<file path="config.mk">
export PLATFORM = sky130hd
export DESIGN_NAME = branch_predictor_2bit
export DESIGN_NICKNAME = d
export VERILOG_FILES = /design/src/rtl/branch_predictor_2bit.sv
export SDC_FILE = /design/constraint.sdc
export NUM_CORES = 1
export LEC_CHECK = 0
export CAP_MARGIN = 25
export CORE_UTILIZATION = 30
export DETAILED_ROUTE_END_ITERATION = 10
export HOLD_SLACK_MARGIN = 0.06
export MAX_ROUTING_LAYER = met4
export PLACE_DENSITY_LB_ADDON = 0.08
export SLEW_MARGIN = 20
export SYNTH_ARGS = -nofsm -noshare
export SYNTH_HDL_FRONTEND = slang
export SYNTH_SLANG_ARGS = --single-unit
</file>
<file path="constraint.sdc">
create_clock -name i_clk -period 9.4 [get_ports i_clk]
set_clock_uncertainty 0.2 [all_clocks]
set_input_delay 1.88 -clock i_clk [delete_from_list [all_inputs] [get_ports i_clk]]
set_output_delay 1.88 -clock i_clk [all_outputs]
set_load 0.03 [all_outputs]
</file>
<file path="src/rtl/branch_predictor_2bit.sv">
// Tagged 2-bit direction predictor with branch target buffer.
// The IF/ID side reads a direction and target for if_pc with no latency.
// The EX/MEM side gets a checkout of the pre-update entry for ex_mem_pc,
// a mispredict flag, and writes the resolved outcome back on the clock edge.
// Saturating counters track resolved branches and mispredictions.
module branch_predictor_2bit #(
  parameter int          DATA_WIDTH = 32,
  parameter int          ENTRIES    = 16,
  parameter int          TAG_WIDTH  = 8,
  parameter logic [1:0]  CTR_INIT   = 2'b01,
  parameter int          CNT_WIDTH  = 16
) (
  input  logic                  i_clk,
  input  logic                  i_rst_n,
  input  logic [6:0]            if_id_opcode,
  input  logic [DATA_WIDTH-1:0] if_pc,
  input  logic [6:0]            ex_mem_opcode,
  input  logic [DATA_WIDTH-1:0] ex_mem_pc,
  input  logic                  ex_mem_branch_taken,
  input  logic [DATA_WIDTH-1:0] ex_mem_branch_target,
  input  logic                  i_flush_tbl,
  output logic                  prediction,
  output logic [DATA_WIDTH-1:0] branch_target,
  output logic                  btb_hit,
  output logic                  prediction_checkout_ex_mem,
  output logic                  mispredict,
  output logic [CNT_WIDTH-1:0]  branch_cnt,
  output logic [CNT_WIDTH-1:0]  mispredict_cnt
);

  localparam int         IDX_W  = $clog2(ENTRIES);
  localparam logic [6:0] B_TYPE = 7'b1100011;

  // Table storage, one slot per index.
  logic                  valid_q  [ENTRIES];
  logic [TAG_WIDTH-1:0]  tag_q    [ENTRIES];
  logic [1:0]            ctr_q    [ENTRIES];
  logic [DATA_WIDTH-1:0] target_q [ENTRIES];

  // IF-side lookup.
  logic [IDX_W-1:0]     if_idx;
  logic [TAG_WIDTH-1:0] if_tag;
  logic                 if_is_b;
  logic                 if_hit;

  // EX/MEM-side lookup.
  logic [IDX_W-1:0]     ex_idx;
  logic [TAG_WIDTH-1:0] ex_tag;
  logic                 ex_is_b;
  logic                 ex_hit;
  logic                 ex_checkout;
  logic                 ex_target_diff;

  // Write-back values for the EX/MEM entry.
  logic [1:0]           ctr_nxt;
  logic                 target_wr;

  // Only the index and tag slices of each PC feed the table; the rest of the
  // address is folded here so it is visibly consumed.
  logic                 unused_pc_bits;
  assign unused_pc_bits = ^{if_pc, ex_mem_pc};

  assign if_idx  = if_pc[IDX_W+1:2];
  assign if_tag  = if_pc[IDX_W+1+TAG_WIDTH:IDX_W+2];
  assign if_is_b = (if_id_opcode == B_TYPE);
  assign if_hit  = valid_q[if_idx] && (tag_q[if_idx] == if_tag);

  assign ex_idx  = ex_mem_pc[IDX_W+1:2];
  assign ex_tag  = ex_mem_pc[IDX_W+1+TAG_WIDTH:IDX_W+2];
  assign ex_is_b = (ex_mem_opcode == B_TYPE);
  assign ex_hit  = valid_q[ex_idx] && (tag_q[ex_idx] == ex_tag);

  // IF prediction: only a B-type that hits a live entry gets a prediction.
  assign btb_hit       = if_is_b && if_hit;
  assign prediction    = btb_hit && ctr_q[if_idx][1];
  assign branch_target = btb_hit ? target_q[if_idx] : '0;

  // Checkout uses the entry as it stands before this cycle's write-back.
  assign ex_checkout                = ex_is_b && ex_hit && ctr_q[ex_idx][1];
  assign prediction_checkout_ex_mem = ex_checkout;
  assign ex_target_diff             = (target_q[ex_idx] != ex_mem_branch_target);

  // A predicted-taken branch that goes to a different target also counts as
  // a mispredict, since fetch would have been redirected to the wrong place.
  assign mispredict = ex_is_b &&
                      ((ex_checkout != ex_mem_branch_taken) ||
                       (ex_checkout && ex_mem_branch_taken && ex_target_diff));

  // Next counter value and target-write enable for the resolved entry.
  always_comb begin
    ctr_nxt   = ctr_q[ex_idx];
    target_wr = 1'b0;
    if (ex_hit) begin
      if (ex_mem_branch_taken) begin
        ctr_nxt   = (ctr_q[ex_idx] == 2'b11) ? 2'b11 : ctr_q[ex_idx] + 2'd1;
        target_wr = 1'b1;
      end else begin
        ctr_nxt   = (ctr_q[ex_idx] == 2'b00) ? 2'b00 : ctr_q[ex_idx] - 2'd1;
      end
    end else begin
      // Allocation replaces whatever lived at this index, aliases included.
      ctr_nxt   = ex_mem_branch_taken ? 2'b10 : 2'b01;
      target_wr = 1'b1;
    end
  end

  // Table state: flush clears valid/ctr and beats a same-cycle write-back;
  // tags and targets are left alone by a flush.
  always_ff @(posedge i_clk or negedge i_rst_n) begin
    if (!i_rst_n) begin
      for (int i = 0; i < ENTRIES; i++) begin
        valid_q[i]  <= 1'b0;
        tag_q[i]    <= '0;
        ctr_q[i]    <= CTR_INIT;
        target_q[i] <= '0;
      end
    end else if (i_flush_tbl) begin
      for (int i = 0; i < ENTRIES; i++) begin
        valid_q[i] <= 1'b0;
        ctr_q[i]   <= CTR_INIT;
      end
    end else if (ex_is_b) begin
      valid_q[ex_idx] <= 1'b1;
      tag_q[ex_idx]   <= ex_tag;
      ctr_q[ex_idx]   <= ctr_nxt;
      if (target_wr) begin
        target_q[ex_idx] <= ex_mem_branch_target;
      end
    end
  end

  // Saturating performance counters; they count even in a flush cycle.
  always_ff @(posedge i_clk or negedge i_rst_n) begin
    if (!i_rst_n) begin
      branch_cnt     <= '0;
      mispredict_cnt <= '0;
    end else begin
      if (ex_is_b && (branch_cnt != '1)) begin
        branch_cnt <= branch_cnt + {{(CNT_WIDTH-1){1'b0}}, 1'b1};
      end
      if (mispredict && (mispredict_cnt != '1)) begin
        mispredict_cnt <= mispredict_cnt + {{(CNT_WIDTH-1){1'b0}}, 1'b1};
      end
    end
  end

endmodule

</file>
* Word level (Yosys, flattened, before mapping)
Cells that the tools add are included.
** Cells by class
- $add $sub $neg :: 4
- $lt $le $gt $ge :: 3
- Eq/ne operators :: 9
- Muxes and demuxes :: 47
- Bitwise gates (word level) :: 4
- Reductions and logical operators :: 17
** Operators by type and width (count)
- $bwmux 512 :: 1
- $bmux 32 s4 :: 2
- $mux 32 :: 8
- $bwmux 128 :: 1
- $demux 32 s4 :: 1
- $bmux 8 s4 :: 2
- $mux 8 :: 5
- $add 16x1->16 const B :: 2
- $bwmux 32 :: 1
- $demux 8 s4 :: 1
- $mux 16 :: 2
- $ne 16x16->1 const B :: 2
- $ne 32x32->1 :: 1
- $mux 2 :: 10
- $bmux 2 s4 :: 2
- $eq 8x8->1 :: 2
- $or 16x16->16 :: 1
- $eq 7x7->1 const B :: 2
- $logic_and 1x1->1 :: 12
- $ge 5x5->1 const B :: 2
- $not 4->5 :: 2
- $bmux 1 s4 :: 2
- $demux 2 s4 :: 1
- $mux 1 :: 7
- other kinds (12) :: 12
** Storage, ports and cells
- Register bits after elaboration :: 720
- Output and inout bits :: 68
- Logic and storage cells :: 150

* Logic depth before layout (Yosys ltp)
- Word-level depth :: 13
- Depth in mapped cells :: 20
- Mapped depth without buffers :: 15

* Worst setup path before layout
No wires, ideal clock.
- Path type :: in2out
- Start point :: input port ex_mem_pc[3]
- End point :: output port mispredict
- Arrival time :: 5411 ps
- Required time :: 7320 ps
- Path slack :: 1909 ps
- Stages on the path :: 14
- Cell sequence :: buf_6 buf_6 buf_6 mux4_2 mux2i_1 mux2i_1 xnor2_1 nand3_1 or4_4 nor2_1 ha_1 a2111oi_0 o2111a_1 a31oi_2
** Between the ends
- Longest elaborated chain between the ends :: 12
** RTL lines
- from (decl) :: line 18 : input logic [DATA_WIDTH-1:0] ex_mem_pc,
- $not 4->5 (implied by the code) (*) :: line 71, 79
- $bmux 8 s4 :: line 71 : assign ex_hit = valid_q[ex_idx] && (tag_q[ex_idx] == ex_tag);
- $mux 8 (implied by the code) (2 in a row) :: line 71
- $eq 8x8->1 :: line 71
- $logic_and 1x1->1 :: line 71
- $logic_and 1x1->1 :: line 79 : assign ex_checkout = ex_is_b && ex_hit && ctr_q[ex_idx][1];
- $logic_and 1x1->1 (*) :: line 79
- named net prediction_checkout_ex_mem :: line 25 : output logic prediction_checkout_ex_mem,
- $logic_and 1x1->1 (2 in a row) :: line 87 : (ex_checkout && ex_mem_branch_taken && ex_target_diff));
- $logic_or 1x1->1 (*) :: line 86 : ((ex_checkout != ex_mem_branch_taken) ||
- $logic_and 1x1->1 (*) :: line 85 : assign mispredict = ex_is_b &&
- to (decl) :: line 26 : output logic mispredict,
The timed path passes the listed nets; every way through them passes the cells marked *. The select of a mux whose other input is x is not followed.

* Worst setup path in the final report
- Start point :: input port ex_mem_pc[2]
- End point :: output port mispredict
** Between the ends
- Longest elaborated chain between the ends :: 12
** RTL lines (line)
- $not 4->5 (implied by the code) (*) :: 71, 79, 81
- $bmux 8 s4 :: 71
- $mux 8 (implied by the code) (2 in a row) :: 71
- $eq 8x8->1 :: 71
- $logic_and 1x1->1 :: 71
- $logic_and 1x1->1 (2 in a row) :: 79
- $logic_and 1x1->1 (2 in a row) :: 87
- $logic_or 1x1->1 (*) :: 86
- $logic_and 1x1->1 (*) :: 85
Every way passes the cells marked *; elsewhere a longest branch is shown, timed or not. The select of a mux whose other input is x is not followed.

==> impl_metrics.json <==
{
  "worst_slew_pin_slew_ns": 1.09,
  "place.port_buffers": 141,
  "mostFrequentLayoutCell": "dfrtp_1",
  "number_of_enable_type_register_cells_in_the_synthesized_netlist": 0,
  "drtAntennaViolNets": 0,
  "async_reset_ff_frac": 1.00,
  "post_synth_instance_area_um2": 39000,
  "design.core.area_um2": 128000,
  "dominant_register_cell_in_the_synthesized_netlist": "dfrtp_1",
  "total_i_o_pin_count": 182,
  "mostFrequentLayoutCells": "704 x dfrtp_1, 620 x mux2_2, 349 x mux4_2",
  "route.final.wire_length_um": 129000,
  "ir_drop_v": 0.000138,
  "clock-sinks": 720,
  "grt_max_degree": 146,
  "wire_length_of_the_first_global_routing_pass_um": 190000,
  "fin_cells": 4470,
  "numPlacedInstances": 4300,
  "drt_first_iter_violations": 1660,
  "timing.hold.ws_ns": 0.288,
  "dieArea_um2": 132000,
  "required_ns": 7.32,
  "cts_root_buffer": "clkbuf_16",
  "worst_hold_startpoint": "mispredict_cnt[10]$_DFFE_PN0P_",
  "avgRoutedWirePerCell_um": 28.9,
  "critPathCaptureType": "output pin",
  "place.detailed.hpwl_um": 74500,
  "critical_path.n_buffers_inverters": 2,
  "cts_buffer_depth": 3,
  "crit-reg2reg-capture": "mispredict_cnt[1]$_DFFE_PN0P_",
  "crit_path_top_delay_cell": "nor2b_1",
  "reg2reg_slack_ns": 4.36,
  "tritoncts_clock_tree": "yes",
  "regToRegStartpoint": "tag_q[2]$_DFFE_PN0P_",
  "drive_above_1_share": 0.454,
  "floorplan.initialDensity": 0.304,
  "setup.worst_path.start_class": "input pin",
  "synth_area_leader_cell": "dfrtp_1",
  "synthesis.yosys.warnings": 0,
  "ctsResizeCount": 0,
  "timing.max_cap.violations": 0,
  "antenna_found_initial": 9,
  "grt_setup_unrepaired": "no",
  "max-slew-margin-rel": 0.270,
  "routabilityCongestion": 0.796,
  "drt_first_pass_iters": 5,
  "globalRoute.totalOverflow": 0,
  "syn_inst": 2602,
  "area_growth_pct": 15.4,
  "synth.avg_cell_area_um2": 15.0,
  "design.final.nets": 2782,
  "yosysTopAreaCellShare": 0.451,
  "hold_path_class": "reg2reg",
  "numCtsBuffers": 90,
  "timing.reg2reg.worst_path_depth": 14,
  "hold_buf_cts": 0,
  "clkTransAtPathRegs_ns": 0.06,
  "design_power_total_mw": 7.09,
  "synthDistinctLibCells": 65,
  "post-route-min-period_ns": 8.59,
  "cts.repair_timing.setup_buffer_count": 0,
  "result_of_the_run": "completed",
  "whs_path_depth": 1,
  "cts_max_level": 3,
  "fillers": 12300,
  "post-place-ws_ns": 0.813,
  "die_height_um": 363,
  "post_synth_main_area_contributors": "dfrtp_1 45%, mux4_2 20%, mux2_2 18%",
  "final_max_slew_viol_count": 0,
  "holdPathEnd": "mispredict_cnt[10]$_DFFE_PN0P_",
  "vias": 24100,
  "fin_ws_ns": 0.811,
  "clock.fmax_mhz": 116,
  "worstPathMaxFanout": 27,
  "critPathKind": "in2out",
  "first_global_vias": 26000,
  "setup_total_negative_slack_ns": 0,
  "power.density_cell_area_nw_per_um2": 157,
  "power.leakage_nw": 19.9,
  "via_per_inst": 5.40,
  "critical_path.max_stage_delay_ns": 0.88,
  "insertion_delay_of_the_later_clocked_pin_in_the_worst_skew_pair_ns": 0.68,
  "worst_path_dominant_cell_family": "simple AND/OR/NAND/NOR gates",
  "setup_viol_count_final": 0,
  "remaining_drc_errors": 0,
  "ys_seq_area_frac": 0.462,
  "die_width_um": 363,
  "post-route-period-util": 0.914,
  "syn-num-nets": 2719,
  "final_hold_viol_count": 0,
  "number_of_storage_elements_in_the_synthesis_netlist": 720,
  "arrival_time_at_the_worst_endpoint_ns": 6.51,
  "core.rowCount": 131,
  "placement.cell_area_um2": 42100,
  "worstPathCellList": "buf_6 -> nor2b_1 -> a22oi_1 -> a21o_1 -> a2111oi_2 -> a31oi_1 -> or4_4 -> nor2_1 -> ha_1 -> nand3b_1 -> o21ai_0 -> o2111a_1 -> a31oi_2 -> buf_12",
  "final_core_util": 0.351,
  "grtUsageTotal": 0.205,
  "final_area_um2": 45100
}
## area by class of cell
| type | count | area (µm²) | share of cell area |
|---|---|---|---|
| tap | 1729 | 2160 | 0.0480 |
| timing repair buffer | 210 | 2060 | 0.0456 |
| clock buffer | 148 | 2720 | 0.0604 |
| multi-input combinational | 1632 | 19900 | 0.441 |
| clock inverter | 14 | 160 | 0.00355 |
| antenna | 6 | 15.0 | 0.000333 |
| sequential | 720 | 18000 | 0.400 |
| inverter | 11 | 41.3 | 0.000917 |
## worst register-to-register path: cells and delay by family (launching register included)
kind	cells	cell delay, ns
AO/OA/AOI/OAI	5	1.43
XOR/XNOR	1	0.23
adder cells (fa/ha/maj)	1	0.39
flip-flops	1	0.39
multiplexers	2	0.85
AND/OR/NAND/NOR	5	1.43
## report_power, final
| part | total, mW | internal [mW] | switching [mW] | leakage, nW |
|---|---|---|---|---|
| Sequential | 3.15 | 3.13 | 0.0206 | 9.99 |
| Combinational | 0.502 | 0.180 | 0.322 | 8.52 |
| Clock | 3.44 | 2.04 | 1.40 | 1.42 |
| Total | 7.09 | 5.35 | 1.74 | 19.9 |
## synth_stat cells, types with 11 or more instances
cell type / n
xnor2_1: 56
a22o_1: 11
mux2_2: 620
mux2_1: 25
mux2i_1: 132
nor3_1: 11
nand3_1: 20
a22oi_1: 20
nor2_1: 70
and3_1: 49
mux4_2: 349
a21oi_1: 44
buf_4: 35
nand4_1: 14
dfstp_2: 16
dfrtp_1: 704
nand2_1: 71
inv_1: 11
buf_2: 57
clkbuf_1: 104
xor2_1: 33
buf_1: 24
buf_6: 16
nor3_2: 11
## registers in the layout, summed over array words and instances, names as in the netlist
name / count
target_q: 512
tag_q: 128
ctr_q: 32
branch_cnt: 16
mispredict_cnt: 16
valid_q: 16
## routing by layer
layer / routed length, µm / share of wire / GRT usage / vias up
li1: - / - / - / 10100
met5: 0 / 0 / - / -
met1: 58100 / 0.45 / 0.271 / 13200
met4: 4100 / 0.032 / 0.0658 / 0
met3: 6360 / 0.049 / 0.0416 / 194
met2: 60700 / 0.47 / 0.313 / 618
## kinds of logic after synthesis
logic type	count (synthesis)	share of synthesized area
AOI/OAI and AO/OA	119	0.0220
xor gates and xnor gates	89	0.0200
adders and majority gates	3	0.000962
buffers and inverters	250	0.0329
DFF	720	0.462
muxes	1128	0.423
and+or+nand+nor	293	0.0396
## how the worst max path moves through the flow
stage	depth (start not counted)	end	startpoint
6_report	14	mispredict	ex_mem_pc[2]
5_1_grt	14	mispredict	ex_mem_pc[2]
4_1_cts	14	mispredict	ex_mem_pc[2]
3_5_place_dp	14	mispredict	ex_mem_pc[2]
3_3_place_gp	14	mispredict	ex_mem_pc[3]
2_1_floorplan	14	mispredict	ex_mem_pc[3]
No activity file was read; power rests on OpenSTA's default activity.
